<file path="src/rtl/fixed_arith_unit_pkg.sv">
// Shared constants and types for the CORDIC fixed-point support unit.
package fixed_arith_unit_pkg;

   localparam int unsigned FIXED_WIDTH      = 22;
   localparam int unsigned FRACTIONAL_WIDTH = 21;
   localparam int unsigned FLOAT_WIDTH      = 32;
   localparam int unsigned EXP_WIDTH        = 8;
   localparam int unsigned MANT_WIDTH       = 23;
   localparam int unsigned FLOAT_BIAS       = 127;

   // 1.0 as an IEEE-754 single
   localparam logic [FLOAT_WIDTH-1:0] FLOAT_ONE = 32'h3F80_0000;

   typedef logic signed [FIXED_WIDTH-1:0] fixed_t;

   typedef struct packed {
      logic                  sign;
      logic [EXP_WIDTH-1:0]  exp;
      logic [MANT_WIDTH-1:0] mant;
   } float_t;

endpackage

</file>
<file path="src/rtl/fixed_arith_unit_fixed_to_float_pipe.sv">
// Four-stage exact fixed-point to single-precision converter with enable-qualified valid.
module fixed_to_float_pipe
   import fixed_arith_unit_pkg::*;
#(
   parameter int unsigned FIXED_WIDTH      = 22,
   parameter int unsigned FRACTIONAL_WIDTH = 21,
   parameter int unsigned FLOAT_WIDTH      = 32,
   parameter int unsigned CVT_LATENCY      = 4
) (
   input  logic                   clk,
   input  logic                   rst_n,
   input  logic                   en,
   input  logic [FIXED_WIDTH-1:0] data,
   output logic [FLOAT_WIDTH-1:0] result,
   output logic                   valid
);

   // One extra bit so that the most negative value has a representable magnitude.
   localparam int unsigned MAG_WIDTH  = FIXED_WIDTH + 1;
   localparam int unsigned POS_WIDTH  = $clog2(MAG_WIDTH);
   localparam int unsigned EXP_OFFSET = FLOAT_BIAS - FRACTIONAL_WIDTH;

   logic [FIXED_WIDTH-1:0] s1_data;
   logic                   s2_sign;
   logic [MAG_WIDTH-1:0]   s2_mag;
   logic                   s3_sign;
   logic [MAG_WIDTH-1:0]   s3_mag;
   logic [POS_WIDTH-1:0]   s3_pos;
   float_t                 s4_float;
   logic [CVT_LATENCY-1:0] valid_sr;

   logic [MAG_WIDTH-1:0]   ext_c;
   logic [MAG_WIDTH-1:0]   abs_c;
   logic [POS_WIDTH-1:0]   lead_pos_c;
   logic [MAG_WIDTH-1:0]   norm_c;
   float_t                 pack_c;

   // Stage 2 logic: sign-extend and take the absolute value.
   always_comb begin
      ext_c = {s1_data[FIXED_WIDTH-1], s1_data};
      abs_c = ext_c;
      if (s1_data[FIXED_WIDTH-1]) begin
         abs_c = MAG_WIDTH'(~ext_c + 1'b1);
      end
   end

   // Stage 3 logic: position of the most significant set bit (0 when magnitude is zero).
   always_comb begin
      lead_pos_c = '0;
      for (int i = 0; i < int'(MAG_WIDTH); i++) begin
         if (s2_mag[i]) begin
            lead_pos_c = POS_WIDTH'(i);
         end
      end
   end

   // Stage 4 logic: shift the hidden one out the top and pack sign/exponent/mantissa.
   always_comb begin
      norm_c      = s3_mag << (MAG_WIDTH - 32'(s3_pos));
      pack_c.sign = s3_sign;
      pack_c.exp  = EXP_WIDTH'(EXP_OFFSET + 32'(s3_pos));
      pack_c.mant = MANT_WIDTH'(norm_c) << (MANT_WIDTH - MAG_WIDTH);
      if (s3_mag == '0) begin
         pack_c = '0;
      end
   end

   // Pipeline registers and valid token shift; reset flushes, enable low freezes all stages.
   always_ff @(posedge clk) begin
      if (!rst_n) begin
         s1_data  <= '0;
         s2_sign  <= 1'b0;
         s2_mag   <= '0;
         s3_sign  <= 1'b0;
         s3_mag   <= '0;
         s3_pos   <= '0;
         s4_float <= '0;
         valid_sr <= '0;
      end else if (en) begin
         s1_data  <= data;
         s2_sign  <= s1_data[FIXED_WIDTH-1];
         s2_mag   <= abs_c;
         s3_sign  <= s2_sign;
         s3_mag   <= s2_mag;
         s3_pos   <= lead_pos_c;
         s4_float <= pack_c;
         valid_sr <= {valid_sr[CVT_LATENCY-2:0], 1'b1};
      end
   end

   assign result = FLOAT_WIDTH'(s4_float);
   assign valid  = valid_sr[CVT_LATENCY-1];

endmodule

</file>
<file path="src/rtl/fixed_arith_unit.sv">
// CORDIC support unit: pipelined fixed-to-float converter plus combinational add/sub and compare.
module fixed_arith_unit
   import fixed_arith_unit_pkg::*;
#(
   parameter int unsigned INTEGER_WIDTH    = 1,
   parameter int unsigned FRACTIONAL_WIDTH = fixed_arith_unit_pkg::FRACTIONAL_WIDTH,
   parameter int unsigned FIXED_WIDTH      = INTEGER_WIDTH + FRACTIONAL_WIDTH,
   parameter int unsigned FLOAT_WIDTH      = fixed_arith_unit_pkg::FLOAT_WIDTH,
   parameter int unsigned CVT_LATENCY      = 4
) (
   input  logic                   clk,
   input  logic                   rst_n,
   input  logic                   cvt_en,
   input  logic [FIXED_WIDTH-1:0] cvt_data,
   output logic [FLOAT_WIDTH-1:0] cvt_result,
   output logic                   cvt_valid,
   input  logic [FIXED_WIDTH-1:0] as_a,
   input  logic [FIXED_WIDTH-1:0] as_b,
   input  logic                   as_add,
   output logic [FIXED_WIDTH-1:0] as_result,
   input  logic [FIXED_WIDTH-1:0] cmp_a,
   input  logic [FIXED_WIDTH-1:0] cmp_b,
   output logic                   cmp_eq,
   output logic                   cmp_gt
);

   fixed_to_float_pipe #(
      .FIXED_WIDTH      (FIXED_WIDTH),
      .FRACTIONAL_WIDTH (FRACTIONAL_WIDTH),
      .FLOAT_WIDTH      (FLOAT_WIDTH),
      .CVT_LATENCY      (CVT_LATENCY)
   ) u_cvt (
      .clk    (clk),
      .rst_n  (rst_n),
      .en     (cvt_en),
      .data   (cvt_data),
      .result (cvt_result),
      .valid  (cvt_valid)
   );

   // Wrapping add/sub used by each micro-rotation.
   always_comb begin
      as_result = as_add ? (as_a + as_b) : (as_a - as_b);
   end

   // Signed two's-complement magnitude compare.
   always_comb begin
      cmp_eq = (cmp_a == cmp_b);
      cmp_gt = ($signed(cmp_a) > $signed(cmp_b));
   end

endmodule

</file>
<file path="config.mk">
export PLATFORM = sky130hd
export DESIGN_NAME = fixed_arith_unit
export DESIGN_NICKNAME = d
export VERILOG_FILES = /design/src/rtl/fixed_arith_unit_pkg.sv /design/src/rtl/fixed_arith_unit_fixed_to_float_pipe.sv /design/src/rtl/fixed_arith_unit.sv
export SDC_FILE = /design/constraint.sdc
export NUM_CORES = 1
export LEC_CHECK = 0
export CAP_MARGIN = 40
export CORE_ASPECT_RATIO = 1.75
export CORE_MARGIN = 10
export CORE_UTILIZATION = 50
export CTS_CLUSTER_DIAMETER = 150
export DETAILED_ROUTE_END_ITERATION = 10
export MAX_ROUTING_LAYER = met4
export PLACE_DENSITY_LB_ADDON = 0.08
export SLEW_MARGIN = 20
export SYNTH_ARGS = -nofsm -noshare
export SYNTH_HDL_FRONTEND = slang
export SYNTH_SLANG_ARGS = --single-unit
</file>
<file path="constraint.sdc">
create_clock -name clk -period 14.6 [get_ports clk]
set_input_delay 4.38 -clock clk [delete_from_list [all_inputs] [get_ports clk]]
set_output_delay 4.38 -clock clk [all_outputs]
set_load 0.01 [all_outputs]
</file>
==> impl_metrics.py, run 1 <==
metrics = {
    "clock_network": {
        "clk_latency_ns": 0.35,
        "cts_made_buffers": 9,
        "cts_buffer_depth": 2,
        "cts_root_buf": "clkbuf_16",
        "cts_setup_buffers": 0,
        "cts_max_level": 3,
        "clk_pin_slew_ns": 0.08,
        "cts_hold_buf": 0,
        "cts_tree": "done",
        "cts_resized": 0,
        "cts_sinks": 111,
    },
    "setup_path": {
        "worstRegToRegCells": 7,
        "end_kind": "primary output",
        "cp.arrival_ns": 8.36,
        "required_ns": 10.22,
        "regToRegSetupSlack_ns": 12.17,
        "start_kind": "primary input",
        "r2r_start": "u_cvt.s3_pos[3]",
        "crit_type": "primary input to primary output",
        "cp_max_fo": 5,
        "r2r_end": "u_cvt.result[22]",
    },
    "hold_path": {
        "hp-class": "flop to flop",
        "min_to": "u_cvt.result[16]",
        "hold_path_depth": 2,
        "hp-start": "u_cvt.result[16]",
    },
    "sta": {
        "setup_viol_count_final": 0,
        "min_period_ns": 12.74,
        "tns_ns": 0,
        "rsz0062_at_grt": "false",
        "max-slew-margin-rel_pct": 44.99,
        "post-route-period-util_pct": 87.28,
        "slew_viol_final": 0,
        "hold_violations": 0,
        "skew_ns": 0.01221,
        "tightestPinTransition_ns": 0.8251,
        "clock.fmax_ghz": 0.07848,
    },
    "routing": {
        "met2_length_um": 10820,
        "viasPerCell": 5.588,
        "drc": 0,
        "ant_nets": 0,
        "top_layer": "met4",
        "drt_iter0_drc": 348,
        "wl_met1_um": 8114,
        "route.met3.wl_um": 859,
        "dr.pass1.iters": 6,
        "wire_per_inst_um": 16.55,
        "finalWirelength_um": 20650,
        "num_vias": 6974,
    },
    "power_and_ir_drop": {
        "p_sw_mw": 0.2930,
        "comb_power_share_pct": 33.9,
        "p_leak_nw": 4.049,
        "irDropWorstVdd_uv": 75.69,
        "design_power_total_mw": 0.8883,
        "p_clk_share_pct": 28.0,
        "switching_share_pct": 32.98,
        "internal_power_mw": 0.5953,
        "p_per_area_nw_per_um2": 91.51,
        "p_seq_share_pct": 38.2,
    },
    "die": {
        "dieArea_sq_um": 20630,
        "die_x_um": 113.0,
        "initial_core_util_pct": 50.95,
        "num_rows": 59,
        "coreArea_sq_um": 14840,
        "fp.dieH_um": 182.7,
        "ioPinCount": 171,
    },
    "placement": {
        "io_buffers": 170,
        "dp_cells": 1231,
        "gp_congestion": 0.8881,
        "dpl.hpwl_um": 16430,
        "place_area_sq_um": 9394,
    },
    "run": {
        "drv_cap": 0,
    },
    "layout": {
        "syn_to_final_growth_pct": 28.40,
        "stdcell_area_sq_um": 9707,
        "drive_above_1_share_pct": 5.263,
        "layout_commonest_cell": "clkdlybuf4s50_1",
        "num-nets-final": 1222,
        "fin_cells": 1248,
        "fin_util_pct": 65.42,
        "layout_common_cells": "clkdlybuf4s50_1, dfxtp_1, mux2i_1",
    },
    "global_routing": {
        "track_usage_pct": 19.93,
        "grt.overflow.total": 0,
        "grt_max_degree": 80,
        "first_global_vias": 6895,
        "antenna_found_initial": 1,
        "grt_pass1_wl_um": 33850,
    },
    "synthesis": {
        "synth_seq_cells": 111,
        "syn-cell-area_sq_um": 7560,
        "avgSynthCellArea_sq_um": 8.280,
        "synth_cell_types": 65,
        "synth_fp_nets": 1076,
        "synth_edf_count": 0,
        "syn_inst": 913,
        "synth_warnings": 0,
        "ys_seq_area_share_pct": 29.39,
        "synthArstFlopShare_pct": 0,
        "yosys_most_used_dff": "dfxtp_1",
    },
    "run_status": {
        "status": "complete, no violations",
    },
}
-- area by class of cell --
cell class,count,area (sq um)
fillers,1344,5131
multi-input cells,709,4982
flip-flops and latches,111,2222
repair buffers,179,1777
well taps,183,229.0
clock buffers,9,225.2
inverters,49,183.9
clock inverters,7,85.08
diodes,1,2.502
-- Yosys cell counts, drive strengths merged, types with 15 or more instances --
cell type	count	share of area, %
xor2	40	4.6
xnor2	20	2.3
nand2	73	3.7
nor2	71	3.5
buf	15	0.86
nor4	16	1.6
o21ai	53	3.5
inv	49	2.4
nor3	29	2.1
mux2i	78	10
clkbuf	29	1.4
dfxtp	111	29
ha	48	7.9
a21oi	69	4.6
nor2b	59	4.9
-- how the worst max path moves through the flow --
stage / startpoint / to / slack [ns] / depth (start not counted)
2_1_floorplan: as_b[9] / as_result[21] / 3.20 / 13
3_3_place_gp: as_b[8] / as_result[21] / 1.98 / 15
3_5_place_dp: as_b[3] / as_result[17] / 1.92 / 14
4_1_cts: as_b[3] / as_result[17] / 1.92 / 14
5_1_grt: as_b[7] / as_result[20] / 1.60 / 15
6_report: as_b[3] / as_result[17] / 1.86 / 14
-- metal layers --
metal | up-vias | GRT usage (%)
met4 | 0 | 9.225
met5 | - | -
met1 | 3204 | 20.51
met2 | 171 | 35.64
met3 | 54 | 3.547
li1 | 3545 | -
-- metrics by stage --
stage          hold WS, ns  worst slack (ns)
2_1_floorplan       0.4274             3.203
3_3_place_gp        0.4237             1.979
3_5_place_dp        0.4362             1.923
4_1_cts             0.4482             1.916
5_1_grt             0.4603             1.598
6_report            0.4423             1.858
-- worst max-delay path: stages --
cell,delay (ns)
clkdlybuf4s50_1,0.49
nor4_1,0.38
and2_1,0.29
a31oi_1,0.13
xor2_1,0.18
ha_1,0.36
a21o_1,0.21
a21o_1,0.17
a221o_1,0.35
a41oi_2,0.29
o21ai_1,0.19
a31oi_1,0.23
xnor2_1,0.15
clkdlybuf4s50_1,0.57
-- state kept, by name (all words and copies together), names as in the netlist --
| name | count |
|---|---|
| u_cvt.s2_sign | 1 |
| u_cvt.s1_data | 22 |
| u_cvt.s2_mag | 23 |
| u_cvt.s3_pos | 5 |
| u_cvt.s3_mag | 23 |
| u_cvt.valid_sr | 4 |
| u_cvt.result | 32 |
| u_cvt.s3_sign | 1 |
-- kinds of logic after synthesis --
| logic type | share of synthesized area [%] |
|---|---|
| AOI/OAI and AO/OA | 18.82 |
| xor gates and xnor gates | 6.951 |
| DFF | 29.39 |
| adders and majority gates | 8.209 |
| muxes | 12.12 |
| buffers and inverters | 4.733 |
| and+or+nand+nor | 19.78 |
-- power by group through the flow --
stage,clock (mW),combinational [mW],sequential (mW)
after detailed placement,0,0.301,0.346
after CTS,0.254,0.302,0.339
after floorplan,0,0.179,0.341
final,0.248,0.301,0.339
after global routing,0.265,0.331,0.342
after global placement,0,0.295,0.347
Note: power is estimated with default switching activity, not from simulation.
==> inputs of run 2 (changes only) <==
--- a/config.mk
+++ b/config.mk
@@ -7,9 +7,10 @@
 export LEC_CHECK = 0
 export CAP_MARGIN = 40
 export CORE_ASPECT_RATIO = 1.75
-export CORE_MARGIN = 10
+export CORE_MARGIN = 4
 export CORE_UTILIZATION = 50
 export CTS_CLUSTER_DIAMETER = 150
+export CTS_CLUSTER_SIZE = 16
 export DETAILED_ROUTE_END_ITERATION = 10
 export MAX_ROUTING_LAYER = met4
 export PLACE_DENSITY_LB_ADDON = 0.08
==> run 2 against run 1 <==
Net effect:
- final area shrank 0.34%
- largest power group unchanged
- setup slack gained 0.073 ns
- first-iteration DRC count shrank 26%
- critical path type unchanged
- sequential share of layout area grew 0.077 points
- largest cell class unchanged
- global-route usage grew 2.5 points
- core utilization shrank 0.22 points
- hold slack lost 0.0041 ns
- clock skew shrank 0.0029 ns
==> impl_metrics.py, run 2 (same netlist as run 1, synthesis figures left out) <==
metrics = {
    "run_status": {
        "status": "complete, no violations",
    },
    "clock_network": {
        "cts_buffer_depth": 2,
        "cts_sinks": 111,
        "cts_made_buffers": 9,
        "cts_resized": 0,
        "cts_tree": "done",
        "cts_hold_buf": 0,
        "clk_pin_slew_ns": 0.08,
        "clk_latency_ns": 0.36,
        "cts_setup_buffers": 0,
        "cts_max_level": 3,
        "cts_root_buf": "clkbuf_16",
    },
    "setup_path": {
        "crit_end": "as_result[21]",
        "r2r_start": "u_cvt.s3_pos[3]",
        "critPathTopFamily": "simple AND/OR/NAND/NOR gates",
        "max_stage_delay_ns": 0.59,
        "path_cells": "clkdlybuf4s50_1, or4_1, nor3_2, nand2_1, o21bai_1, o21ai_0, xor2_1, ha_1, and4_1, and3b_1, a211oi_1, o21ai_0, a21oi_1, xnor2_1, clkdlybuf4s50_1",
        "cp_max_fo": 5,
        "critPathBufInv": 2,
        "worstRegToRegCells": 6,
        "regToRegSetupSlack_ns": 11.85,
        "cp.arrival_ns": 8.29,
        "cp.depth": 15,
        "r2r_end": "u_cvt.result[21]",
        "start_kind": "primary input",
        "end_kind": "primary output",
        "required_ns": 10.22,
        "setup.worst_path.start": "as_b[8]",
        "crit_slowest_cell": "or4_1",
        "crit_type": "primary input to primary output",
    },
    "hold_path": {
        "hp-class": "flop to flop",
        "hp-start": "u_cvt.result[22]",
    },
    "sta": {
        "hold_violations": 0,
        "clock.fmax_ghz": 0.07893,
        "post-route-period-util_pct": 86.78,
        "setup_viol_count_final": 0,
        "skew_ns": 0.009276,
        "tns_ns": 0,
        "tightestPinTransition_ns": 0.7842,
        "min_period_ns": 12.67,
        "max-slew-margin-rel_pct": 47.65,
        "slew_viol_final": 0,
        "rsz0062_at_grt": "false",
    },
    "die": {
        "coreArea_sq_um": 14840,
        "initial_core_util_pct": 50.95,
        "ioPinCount": 171,
        "die_x_um": 101.0,
        "num_rows": 59,
        "fp.dieH_um": 170.7,
        "dieArea_sq_um": 17230,
    },
    "routing": {
        "drt_iter0_drc": 257,
        "num_vias": 6913,
        "wire_per_inst_um": 15.39,
        "drc": 0,
        "ant_nets": 0,
        "finalWirelength_um": 19170,
        "dr.pass1.iters": 6,
        "viasPerCell": 5.553,
    },
    "global_routing": {
        "first_global_vias": 6519,
        "antenna_found_initial": 0,
        "grt_pass1_wl_um": 30930,
        "grt.overflow.total": 0,
        "track_usage_pct": 22.38,
        "grt_max_degree": 81,
    },
    "layout": {
        "layout_commonest_cell": "clkdlybuf4s50_1",
        "drive_above_1_share_pct": 5.085,
        "diodes": 0,
        "layout_common_cells": "clkdlybuf4s50_1, dfxtp_1, mux2i_1",
        "syn_to_final_growth_pct": 27.97,
        "num-nets-final": 1220,
        "largest_register_ffs": 32,
    },
    "placement": {
        "io_buffers": 170,
        "dpl.hpwl_um": 15120,
        "gp_congestion": 0.9212,
    },
    "power_and_ir_drop": {
        "p_per_area_nw_per_um2": 90.96,
        "irDropWorstVdd_uv": 98.38,
        "p_leak_nw": 4.033,
        "design_power_total_mw": 0.8800,
    },
    "run": {
        "drv_cap": 0,
    },
}
run 2: where the power goes:
group	total (mW)	internal [mW]	switching, mW
clock	0.245	0.121	0.124
combinational	0.295	0.152	0.143
sequential	0.340	0.320	0.0205
run 2: worst min path at each step:
stage / end / cells after the start
6_report: u_cvt.result[22] / 2
5_1_grt: u_cvt.result[22] / 2
4_1_cts: u_cvt.result[22] / 2
3_5_place_dp: u_cvt.result[22] / 2
3_3_place_gp: u_cvt.result[21] / 2
2_1_floorplan: u_cvt.valid_sr[0] / 1
run 2: through the flow:
step	setup WS (ns)	instance area [sq um]	hold WS, ns	std cells	utilization, %
after global placement	1.949	9356	0.4248	1228	63.06
final	1.930	9674	0.4382	1245	65.20
after floorplan	3.203	7560	0.4274	913	-
after global routing	1.550	9674	0.4591	1245	65.20
after detailed placement	1.911	9371	0.4302	1229	63.16
after CTS	1.904	9674	0.4411	1245	65.20
run 2: worst reg2reg max path, stage by stage (launching register included):
cell,delay [ns]
dfxtp_1,0.83
inv_2,0.26
ha_1,0.52
nor2_1,0.50
o311ai_0,0.27
o2111ai_1,0.18
nand2_1,0.07
run 2: area by class of cell:
| class | instances | area, sq um |
|---|---|---|
| Clock inverter | 7 | 77.57 |
| Inverter | 49 | 183.9 |
| Multi-Input combinational cell | 709 | 4982 |
| Tap cell | 183 | 229.0 |
| Sequential cell | 111 | 2222 |
| Fill cell | 1327 | 5164 |
| Timing Repair Buffer | 177 | 1754 |
| Clock buffer | 9 | 225.2 |
run 2: layer usage:
layer / vias to the layer above / GRT usage [%] / share of wire, % / wire length [um]
li1: 3541 / - / - / -
met1: 3145 / 23.01 / 38 / 7310
met2: 174 / 40.77 / 52 / 9958
met3: 53 / 3.019 / 5.1 / 986
met4: 0 / 11.34 / 4.7 / 910
met5: - / - / 0 / 0
==> inputs of run 3 (changes only) <==
--- a/config.mk
+++ b/config.mk
@@ -8,7 +8,7 @@
 export CAP_MARGIN = 40
 export CORE_ASPECT_RATIO = 1.75
 export CORE_MARGIN = 4
-export CORE_UTILIZATION = 50
+export CORE_UTILIZATION = 45
 export CTS_CLUSTER_DIAMETER = 150
 export CTS_CLUSTER_SIZE = 16
 export DETAILED_ROUTE_END_ITERATION = 10
==> run 3 against run 2 <==
Net effect:
- non-clock buffer count is the same
- die area grew 10%
- critical path depth shrank 4
- largest power group unchanged
==> impl_metrics.py, run 3 (same netlist as run 1, synthesis figures left out) <==
metrics = {
    "die": {
        "initial_core_util_pct": 45.97,
        "ioPinCount": 171,
        "die_x_um": 106.0,
        "fp.dieH_um": 179.5,
        "num_rows": 62,
        "coreArea_sq_um": 16450,
        "dieArea_sq_um": 19020,
    },
    "sta": {
        "hold_ws_ns": 0.4380,
        "setup_viol_count_final": 0,
        "rsz0062_at_grt": "false",
        "skew_ns": 0.01057,
        "hold_violations": 0,
        "tns_ns": 0,
        "max-slew-margin-rel_pct": 45.04,
        "tightestPinTransition_ns": 0.8245,
        "slew_viol_final": 0,
        "fin_ws_ns": 1.918,
        "min_period_ns": 12.68,
        "clock.fmax_ghz": 0.07885,
        "post-route-period-util_pct": 86.86,
    },
    "clock_network": {
        "cts_sinks": 111,
        "cts_tree": "done",
        "cts_made_buffers": 9,
        "cts_resized": 0,
        "cts_setup_buffers": 0,
        "cts_max_level": 3,
        "clk_latency_ns": 0.35,
        "cts_root_buf": "clkbuf_16",
        "cts_hold_buf": 0,
        "clk_pin_slew_ns": 0.07,
        "cts_buffer_depth": 2,
    },
    "run_status": {
        "status": "complete, no violations",
    },
    "global_routing": {
        "antenna_found_initial": 0,
        "grt_pass1_wl_um": 31750,
        "grt_max_degree": 81,
        "first_global_vias": 6724,
        "grt.overflow.total": 0,
        "track_usage_pct": 20.53,
    },
    "setup_path": {
        "cp.depth": 11,
        "r2r_start": "u_cvt.s3_pos[3]",
        "r2r_end": "u_cvt.result[21]",
        "critPathTopFamily": "buffers and inverters",
        "max_stage_delay_ns": 0.94,
        "start_kind": "primary input",
        "end_kind": "primary output",
        "required_ns": 10.22,
        "critPathBufInv": 2,
        "regToRegSetupSlack_ns": 11.92,
        "crit_end": "as_result[20]",
        "worstRegToRegCells": 7,
        "cp_max_fo": 21,
        "cp.arrival_ns": 8.30,
        "crit_slowest_cell": "clkdlybuf4s50_1",
        "crit_type": "primary input to primary output",
        "path_cells": "clkdlybuf4s50_1, mux2_2, fa_1, a21oi_1, o211ai_1, nor2_1, o31ai_1, o31ai_1, nand4_1, o311ai_0, clkdlybuf4s50_1",
        "setup.worst_path.start": "as_add",
    },
    "placement": {
        "dpl.hpwl_um": 15430,
        "gp_congestion": 0.9581,
        "io_buffers": 170,
        "dp_slack_ns": 1.959,
    },
    "power_and_ir_drop": {
        "irDropWorstVdd_uv": 61.59,
        "p_leak_nw": 4.016,
        "p_per_area_nw_per_um2": 89.40,
        "design_power_total_mw": 0.8657,
    },
    "layout": {
        "drive_above_1_share_pct": 4.906,
        "diodes": 0,
        "layout_common_cells": "clkdlybuf4s50_1, dfxtp_1, mux2i_1",
        "num-nets-final": 1220,
        "largest_register_ffs": 32,
        "syn_to_final_growth_pct": 28.09,
        "layout_commonest_cell": "clkdlybuf4s50_1",
    },
    "routing": {
        "drc": 0,
        "drt_iter0_drc": 273,
        "ant_nets": 0,
        "dr.pass1.iters": 7,
        "wire_per_inst_um": 15.04,
        "viasPerCell": 5.310,
        "finalWirelength_um": 19310,
        "num_vias": 6818,
    },
    "run": {
        "drv_cap": 0,
    },
    "hold_path": {
        "hp-class": "flop to flop",
        "hold_path_depth": 2,
    },
}
[run 3: power breakdown]
part,switching [mW],internal [mW],total (mW)
logic,0.145,0.152,0.297
clock network,0.114,0.116,0.229
registers,0.0195,0.320,0.339
total,0.278,0.587,0.866
[run 3: how the worst min path moves through the flow]
stage / startpoint / end / slack, ns
2_1_floorplan: u_cvt.valid_sr[0] / u_cvt.valid_sr[0] / 0.43
5_1_grt: u_cvt.result[16] / u_cvt.result[16] / 0.46
3_3_place_gp: u_cvt.result[21] / u_cvt.result[21] / 0.43
6_report: u_cvt.result[22] / u_cvt.result[22] / 0.44
3_5_place_dp: u_cvt.result[22] / u_cvt.result[22] / 0.43
4_1_cts: u_cvt.result[22] / u_cvt.result[22] / 0.44
[run 3: cell type report]
cell class                 instances  area (sq um)
clock inverter                     5         42.54
tap                              224         280.3
sequential                       111          2222
timing repair buffer             177          1747
multi-input combinational        709          4982
fill                            1578          6763
clock buffer                       9         225.2
inverter                          49         183.9
[run 3: worst register-to-register path: stages, from the launching register on]
cell	delay (ns)
dfxtp_1	0.82
ha_1	0.32
buf_4	0.30
nor2_1	0.18
mux2_2	0.30
a22o_1	0.31
o2111ai_1	0.27
nand2_1	0.08
[run 3: per-stage QoR]
stage	std cells	cell area [sq um]	util, %
floorplan	913	7560	-
CTS	1284	9683	58.88
finish	1284	9683	58.88
global placement	1270	9415	57.25
detailed placement	1270	9415	57.25
global route	1284	9683	58.88
[run 3: per-layer routing]
metal  up-vias  part of all wire [%]  global-route usage [%]
li1       3534                     -                       -
met1      3070                    39                   20.56
met2       165                    53                   38.70
met3        49                   3.9                   2.907
met4         0                   4.0                   9.025
met5         -                     0                       -
